<file path="config.mk">
export PLATFORM = sky130hd
export DESIGN_NAME = tage_hist_hash
export DESIGN_NICKNAME = d
export VERILOG_FILES = /design/src/rtl/tage_hist_hash.sv
export SDC_FILE = /design/constraint.sdc
export NUM_CORES = 1
export LEC_CHECK = 0
export BUFFER_PORTS_ARGS = -buffer_cell sky130_fd_sc_hd__buf_2
export CAP_MARGIN = 15
export CORE_UTILIZATION = 29
export CTS_BUF_LIST = sky130_fd_sc_hd__clkbuf_4 sky130_fd_sc_hd__clkbuf_8
export DETAILED_ROUTE_END_ITERATION = 6
export HOLD_SLACK_MARGIN = 0.15
export SYNTH_ARGS = -nofsm -noshare
export SYNTH_HDL_FRONTEND = slang
export SYNTH_SLANG_ARGS = --single-unit
</file>
<file path="constraint.sdc">
create_clock -name clk_i -period 2.9 [get_ports clk_i]
set_input_delay 0.435 -clock clk_i [delete_from_list [all_inputs] [get_ports clk_i]]
set_output_delay 0.435 -clock clk_i [all_outputs]
set_load 0.1 [all_outputs]
</file>
<file path="src/rtl/tage_hist_hash.sv">
// tage_hist_hash: speculative/architectural global history with incrementally
// folded index and tag registers, producing a registered TAGE index and tag.
// Optional feature: define TAGE_HIST_DOMAIN_FLUSH_EN to flush both histories
// whenever a lookup arrives from a domain other than the last captured one.
`ifndef TAGE_IDX_WIDTH
`define TAGE_IDX_WIDTH 10
`endif

package tage_hist_hash_pkg;
  typedef enum logic [1:0] {
    INIT = 2'd0,
    D0   = 2'd1,
    D1   = 2'd2,
    D2   = 2'd3
  } domain_t;
endpackage

module tage_hist_hash
  import tage_hist_hash_pkg::*;
#(
  parameter int HIST_LEN = 64,
  parameter int IDX_W    = `TAGE_IDX_WIDTH,
  parameter int TAG_W    = 9
) (
  input  logic             clk_i,
  input  logic             rst_ni,
  input  logic             lookup_valid_i,
  input  logic [31:0]      pc_i,
  input  domain_t          domain_i,
  input  logic             spec_push_i,
  input  logic             spec_dir_i,
  input  logic             ret_valid_i,
  input  logic             ret_dir_i,
  input  logic             ret_mispred_i,
  output logic             hash_valid_o,
  output logic [IDX_W-1:0] hash_idx_o,
  output logic [TAG_W-1:0] hash_tag_o
);

  localparam int FT2_W = TAG_W - 1;
  // Bit position where the bit leaving the history re-enters each fold.
  localparam int OFF_I  = HIST_LEN % IDX_W;
  localparam int OFF_T1 = HIST_LEN % TAG_W;
  localparam int OFF_T2 = HIST_LEN % FT2_W;

  // Speculative set
  logic [HIST_LEN-1:0] s_hist, s_hist_push, s_hist_nxt;
  logic [IDX_W-1:0]    s_fi,   s_fi_push,   s_fi_nxt;
  logic [TAG_W-1:0]    s_ft1,  s_ft1_push,  s_ft1_nxt;
  logic [FT2_W-1:0]    s_ft2,  s_ft2_push,  s_ft2_nxt;
  // Architectural set
  logic [HIST_LEN-1:0] a_hist, a_hist_push, a_hist_nxt;
  logic [IDX_W-1:0]    a_fi,   a_fi_push,   a_fi_nxt;
  logic [TAG_W-1:0]    a_ft1,  a_ft1_push,  a_ft1_nxt;
  logic [FT2_W-1:0]    a_ft2,  a_ft2_push,  a_ft2_nxt;

  logic             flush;
  logic [IDX_W-1:0] fi_use;
  logic [TAG_W-1:0] ft1_use;
  logic [FT2_W-1:0] ft2_use;
  logic [IDX_W-1:0] idx_nxt;
  logic [TAG_W-1:0] tag_nxt;

`ifdef TAGE_HIST_DOMAIN_FLUSH_EN
  domain_t dom_r;

  // A lookup from a new domain wipes all history so nothing leaks across owners.
  assign flush = lookup_valid_i && (domain_i != dom_r);

  // Capture the owner domain of every lookup.
  always_ff @(posedge clk_i or negedge rst_ni) begin
    if (!rst_ni) begin
      dom_r <= INIT;
    end else if (lookup_valid_i) begin
      dom_r <= domain_i;
    end else begin
      dom_r <= dom_r;
    end
  end

  logic unused_bits;
  assign unused_bits = ^{pc_i[31:2*IDX_W+2], pc_i[1:0]};
`else
  assign flush = 1'b0;

  logic unused_bits;
  assign unused_bits = ^{pc_i[31:2*IDX_W+2], pc_i[1:0], domain_i};
`endif

  // Push candidates: shift the history and rotate each fold, inserting the new
  // bit at position 0 and cancelling the outgoing bit at its wrapped position.
  always_comb begin
    s_hist_push = {s_hist[HIST_LEN-2:0], spec_dir_i};
    s_fi_push   = {s_fi[IDX_W-2:0], s_fi[IDX_W-1]} ^ {{(IDX_W-1){1'b0}}, spec_dir_i};
    s_ft1_push  = {s_ft1[TAG_W-2:0], s_ft1[TAG_W-1]} ^ {{(TAG_W-1){1'b0}}, spec_dir_i};
    s_ft2_push  = {s_ft2[FT2_W-2:0], s_ft2[FT2_W-1]} ^ {{(FT2_W-1){1'b0}}, spec_dir_i};
    s_fi_push[OFF_I]   = s_fi_push[OFF_I]   ^ s_hist[HIST_LEN-1];
    s_ft1_push[OFF_T1] = s_ft1_push[OFF_T1] ^ s_hist[HIST_LEN-1];
    s_ft2_push[OFF_T2] = s_ft2_push[OFF_T2] ^ s_hist[HIST_LEN-1];

    a_hist_push = {a_hist[HIST_LEN-2:0], ret_dir_i};
    a_fi_push   = {a_fi[IDX_W-2:0], a_fi[IDX_W-1]} ^ {{(IDX_W-1){1'b0}}, ret_dir_i};
    a_ft1_push  = {a_ft1[TAG_W-2:0], a_ft1[TAG_W-1]} ^ {{(TAG_W-1){1'b0}}, ret_dir_i};
    a_ft2_push  = {a_ft2[FT2_W-2:0], a_ft2[FT2_W-1]} ^ {{(FT2_W-1){1'b0}}, ret_dir_i};
    a_fi_push[OFF_I]   = a_fi_push[OFF_I]   ^ a_hist[HIST_LEN-1];
    a_ft1_push[OFF_T1] = a_ft1_push[OFF_T1] ^ a_hist[HIST_LEN-1];
    a_ft2_push[OFF_T2] = a_ft2_push[OFF_T2] ^ a_hist[HIST_LEN-1];
  end

  // Next-state selection: flush beats repair, repair beats a speculative push.
  always_comb begin
    a_hist_nxt = a_hist;
    a_fi_nxt   = a_fi;
    a_ft1_nxt  = a_ft1;
    a_ft2_nxt  = a_ft2;
    s_hist_nxt = s_hist;
    s_fi_nxt   = s_fi;
    s_ft1_nxt  = s_ft1;
    s_ft2_nxt  = s_ft2;
    if (flush) begin
      a_hist_nxt = '0;
      a_fi_nxt   = '0;
      a_ft1_nxt  = '0;
      a_ft2_nxt  = '0;
      s_hist_nxt = '0;
      s_fi_nxt   = '0;
      s_ft1_nxt  = '0;
      s_ft2_nxt  = '0;
    end else begin
      if (ret_valid_i) begin
        a_hist_nxt = a_hist_push;
        a_fi_nxt   = a_fi_push;
        a_ft1_nxt  = a_ft1_push;
        a_ft2_nxt  = a_ft2_push;
      end else begin
        a_hist_nxt = a_hist;
      end
      if (ret_valid_i && ret_mispred_i) begin
        s_hist_nxt = a_hist_push;
        s_fi_nxt   = a_fi_push;
        s_ft1_nxt  = a_ft1_push;
        s_ft2_nxt  = a_ft2_push;
      end else if (spec_push_i) begin
        s_hist_nxt = s_hist_push;
        s_fi_nxt   = s_fi_push;
        s_ft1_nxt  = s_ft1_push;
        s_ft2_nxt  = s_ft2_push;
      end else begin
        s_hist_nxt = s_hist;
      end
    end
  end

  // Hash from the speculative folds as they stand this cycle (zeroed on flush).
  always_comb begin
    fi_use  = s_fi;
    ft1_use = s_ft1;
    ft2_use = s_ft2;
    if (flush) begin
      fi_use  = '0;
      ft1_use = '0;
      ft2_use = '0;
    end else begin
      fi_use  = s_fi;
    end
    idx_nxt = pc_i[IDX_W+1:2] ^ pc_i[2*IDX_W+1:IDX_W+2] ^ fi_use;
    tag_nxt = pc_i[TAG_W+1:2] ^ ft1_use ^ {ft2_use, 1'b0};
  end

  // History and fold registers for both sets.
  always_ff @(posedge clk_i or negedge rst_ni) begin
    if (!rst_ni) begin
      s_hist <= '0;
      s_fi   <= '0;
      s_ft1  <= '0;
      s_ft2  <= '0;
      a_hist <= '0;
      a_fi   <= '0;
      a_ft1  <= '0;
      a_ft2  <= '0;
    end else begin
      s_hist <= s_hist_nxt;
      s_fi   <= s_fi_nxt;
      s_ft1  <= s_ft1_nxt;
      s_ft2  <= s_ft2_nxt;
      a_hist <= a_hist_nxt;
      a_fi   <= a_fi_nxt;
      a_ft1  <= a_ft1_nxt;
      a_ft2  <= a_ft2_nxt;
    end
  end

  // Registered hash outputs; index and tag hold when no lookup is issued.
  always_ff @(posedge clk_i or negedge rst_ni) begin
    if (!rst_ni) begin
      hash_valid_o <= 1'b0;
      hash_idx_o   <= '0;
      hash_tag_o   <= '0;
    end else begin
      hash_valid_o <= lookup_valid_i;
      if (lookup_valid_i) begin
        hash_idx_o <= idx_nxt;
        hash_tag_o <= tag_nxt;
      end else begin
        hash_idx_o <= hash_idx_o;
        hash_tag_o <= hash_tag_o;
      end
    end
  end

endmodule

</file>
Word-level counts from Yosys, hierarchy flattened
Index checks and enable logic that the tools add are counted.
{ "word_totals": {"regBits": 202, "in_bits": 42, "elab_cells": 37} }
{ "classes": {"n_mux": 8, "n_bitwise": 16, "n_reduce_logical": 2} }
{ "ops": {"columns": ["cell", "n"], "rows": [
  ["$mux 64", 2],
  ["$mux 10", 2],
  ["$xor 10x1->10", 2],
  ["$xor 10x10->10", 2],
  ["$mux 9", 2],
  ["$xor 9x1->9", 2],
  ["$xor 9x9->9", 2],
  ["$mux 8", 2],
  ["$xor 8x1->8", 2],
  ["$xor 1x1->1", 6],
  ["$reduce_bool 2->1", 1],
  ["$logic_and 1x1->1", 1]
]} }

Longest topological paths before layout
{ "logic_depth": {"word_depth": 4, "ltp_mapped": 7, "mapped_depth_nobuf": 3} }

Worst setup path after synthesis
OpenSTA, ideal clock, no wires.
{ "synth_path": {"path_kind": "input port to flip-flop", "from": "input port ret_valid_i", "to": "register s_hist[27]", "t_arrival_ps": 1220, "required_ps": 2767, "slack_ps": 1547, "path_stages": 7, "path_cell_list": "and2_1 buf_2 buf_6 buf_6 buf_4 nand2_1 o21ai_0"} }
{ "synth_between": {"elab_chain_len": 2, "elab_cells_between_ends": 3, "classes_between": "mux (1); reduce/logical (2)"} }
{ "synth_rtl": {"columns": ["element", "line_no", "source"], "rows": [
  ["from (decl)", "32", "input logic ret_valid_i,"],
  ["$logic_and 1x1->1 (*)", "138", "if (ret_valid_i && ret_mispred_i) begin"],
  ["$mux 64 / $reduce_bool 2->1 (equally long branches)", null, null],
  ["to (signal assigned)", "182", "s_hist <= s_hist_nxt;"],
  ["to (decl)", "47", "logic [HIST_LEN-1:0] s_hist, s_hist_push, s_hist_nxt;"]
]} }
Mark *: on every way between the ends. The rest lies on a longest branch, timed or not.
A chain may end at the register's enable or synchronous reset.

Worst setup path in the final report
{ "layout_path": {"from": "register hash_tag_o[3]", "to": "output port hash_tag_o[3]"} }
{ "layout_lines": {"columns": ["element", "line_no", "source"], "rows": [
  ["from (decl)", "37", "output logic [TAG_W-1:0] hash_tag_o"],
  ["from (signal assigned)", "203", "hash_tag_o <= tag_nxt;"],
  ["from (signal assigned)", "206", "hash_tag_o <= hash_tag_o;"]
]} }
No word-level cell between the ends.

==> impl_summary.txt <==
----------------------------------------------------
[Run status]
  Run status ... completed

[Critical path]
  Critical path endpoint category ... output port
  R2r startpoint ... s_hist[63]
  Worst EP arrival ... 1.30 ns
  Delay-heaviest family, CP ... buffers and inverters
  Ordered cell list for the critical path ... buf_2
  Critical path depth in cells ... 1
  Logic depth of the worst register-to-register path ... 3
  Delay of the slowest critical-path stage ... 0.43 ns
  Critical path buffers and inverters ... 1
  Slowest cell on the critical path ... buf_2
  Type of the worst setup path ... flip-flop to output port
  Setup slack on the worst flop-to-flop path ... 1.65 ns
  Worst Setup SP ... hash_tag_o[3]
  Critical-path maximum fanout ... 2
  Startpoint Class ... flip-flop
  Endpoint of the worst-slack reg-to-reg timing path ... ft2_use[0]
  Capturing element of the worst setup path ... hash_tag_o[3]
  Worst endpoint required time ... 2.47 ns

[Synthesis]
  Number of distinct library cells after synthesis ... 20
  Number of warnings issued by yosys ... 0
  Sequential-to-total area share from yosys stat ... 0.583
  #FFs+latches synth ... 202
  Syn avg cell area ... 12.7 µm²
  Post-synth design cell area ... 0.00867 mm²
  Syn Nets ... 723
  Gate count of the mapped netlist ... 681

[Place]
  Area after DPL ... 0.00931 mm²
  Post-detailed-placement half-perimeter wirelength ... 8.91 mm
  Quantity of I/O buffers inserted on ports ... 47
  Number of cells in the design after placement ... 1080
  Routability Congestion ... 0.701

[Clocking]
  Num CTS Buffers ... 35
  Worst-Skew Late Latency ... 0.52 ns
  Root cell of the clock tree ... clkbuf_8
  CTS Buffer Depth ... 3
  # resized after CTS ... 0
  Max H-tree Level ... 2
  CTS hold repair buffers ... 1
  Clock-pin slew of the registers on the worst-case setup and hold paths ... 0.06 ns
  CTS tree ... built
  Setup fix buffers added after clock tree synthesis ... 0
  Clock Sink Count ... 202

[Routing]
  Pre-antenna DRT Iters ... 6
  Iteration-0 DRC Markers ... 238
  Total DRC errors in the routed layout ... 0
  Post-DR wirelength/cell ... 13.1 µm
  Final antenna-violating net count ... 0
  Post-detailed-routing wire length ... 14.9 mm
  Count of vias placed by the detailed router ... 5023
  Via count normalized by instance count ... 4.41

[Final layout]
  Number of nets at the end of the flow ... 776
  Count of non-filler cells in the finished layout ... 1140
  Design Area, Final ... 0.0100 mm²
  Area grow syn2layout ... 15.5%
  Share of cells above drive strength 1 ... 0.298
  Number of diodes ... 0

[Pwr]
  P per Cell Area ... 926 mW/mm²
  Portion of total power attributed to sequential cells ... 0.455
  Standby leakage power ... 4.55 nW
  Switching share of power ... 0.353
  Gate power share ... 0.270
  Power spent charging and discharging nets ... 0.00327 W
  Worst vdd ir ... 0.323 mV
  P_int ... 0.00599 W
  Clock share of power ... 0.275

[Global route]
  Global Route met2 Usage ... 0.161
  Maximum number of pins on one net before global-route repair ... 94
  Number of antenna violations at the first check in global routing ... 0
  Vias in the first global route ... 5224
  Overall overflow remaining after global route ... 0
  Global-route wire length before repair ... 25.7 mm
  Met3 demand-to-capacity share in global routing ... 0.0239
  Gr busiest metal ... met2
  Global router's overall resource usage ... 0.101
  Met1 Resource Use GR ... 0.132

[STA]
  Achievable frequency ... 0.575 GHz
  Number of pins with negative max-slew slack in the final report ... 0
  Worst slew pin tran ... 0.537 ns
  Hold violation count in the final report ... 0
  Worst-case headroom to the max-slew limit ... 0.642
  Post-route setup TNS ... 0 ns
  Min cycle time layout ... 1.74 ns
  Number of setup violations in the final report ... 0
  Fin crit share ... 0.600
  Unrepaired setup endpoints after global routing ... false
  Clk_skew ... 0.0144 ns

[Floorplanning]
  Die span in x ... 175 µm
  Die Ht ... 175 µm
  Cell Rows ... 62
  Core region area ... 0.0291 mm²
  # IOs ... 62
  Initial core utilization ... 0.298
  Die area ... 0.0306 mm²

[Flow run]
  Max-capacitance violation count ... 0

[Worst hold path]
  Worst hold path stage count ... 3
  Class of the tightest hold or removal check ... input pin to flip-flop

----------------------------------------------------
cells in the final DEF, fill, tap and decap left out, types with 5 or more instances in the layout:
cell type / count
buf_12: 5
buf_2: 44
buf_4: 7
clkbuf_4: 13
clkbuf_8: 42
dfrtp_1: 202
mux2_2: 108
mux2i_1: 89
nand2_1: 90
o21ai_0: 90
xnor2_1: 42
xor2_1: 6
metal layers:
metal  share of wire  vias up
li1                -     2454
met1            0.48     2456
met2            0.45       85
met3           0.043       28
met4           0.023        0
met5               0        -
cell type report:
type                       count  area [µm²]
clock buffer                  54         662
clock inverter                 5        32.5
fill                        2894       19100
inverter                       1        3.75
multi-input combinational    436        3380
sequential                   202        5050
tap                          384         480
timing repair buffer          58         397
sequential cells by signal, indices dropped and copies added (netlist names):
name and flops:
a_fi 10, fi_use 10, a_ft1 9, a_ft2 8, a_hist 64, hash_idx_o 10, ft1_use 9, ft2_use 8
hash_tag_o 9, hash_valid_o 1, s_hist 64
power groups by stage:
stage / Sequential, W / Combinational [W] / Clock, W
floorplan: 0.00506 / 0.00116 / 0
global placement: 0.00426 / 0.00249 / 0
detailed placement: 0.00428 / 0.00253 / 0
CTS: 0.00423 / 0.00254 / 0.00266
global route: 0.00434 / 0.00271 / 0.00278
finish: 0.00421 / 0.00251 / 0.00255
cells by family after synthesis:
| kind of cell | count (synthesis) | synth area share |
|---|---|---|
| AOI/OAI and AO/OA | 95 | 0.0558 |
| buffers and inverters | 43 | 0.0274 |
| DFF | 202 | 0.583 |
| and+or+nand+nor | 96 | 0.0426 |
| xor gates and xnor gates | 48 | 0.0485 |
| muxes | 197 | 0.243 |
how the worst min path moves through the flow:
| stage | end | startpoint | slack, ns |
|---|---|---|---|
| after detailed placement | hash_tag_o[7] | rst_ni | 0.47 |
| after CTS | hash_idx_o[8] | pc_i[20] | 0.26 |
| after global placement | hash_tag_o[7] | rst_ni | 0.46 |
| after floorplan | a_fi[0] | rst_ni | 0.14 |
| final | s_hist[0] | ret_dir_i | 0.29 |
| after global routing | hash_idx_o[8] | pc_i[20] | 0.28 |
Yosys cell counts:
master    number  area (µm²)
o21ai_0       90         450
clkbuf_1       9        33.8
a211o_1        1        8.76
buf_2         22         110
nor3b_1        1        7.51
a21oi_1        2        10.0
xnor2_1       42         368
nand2_1       90         338
nor2_1         3        11.3
mux2i_1       89         891
buf_4          9        67.6
o32a_1         1        10.0
inv_1          1        3.75
and3_1         1        6.26
buf_6          2        22.5
o21ai_1        1        5.00
xor2_1         6        52.6
mux2_2       108        1220
dfrtp_1      202        5050
and2_1         1        6.26
stage by stage:
step                power [W]  utilization  hold WS (ns)  worst slack [ns]
floorplan             0.00622            -         0.139              1.55
global placement      0.00675        0.320         0.465              1.11
detailed placement    0.00682        0.320         0.468              1.11
CTS                   0.00943        0.344         0.263              1.13
global route          0.00982        0.344         0.278              1.10
finish                0.00927        0.344         0.289              1.16
Note: power is estimated with default switching activity, not from simulation.
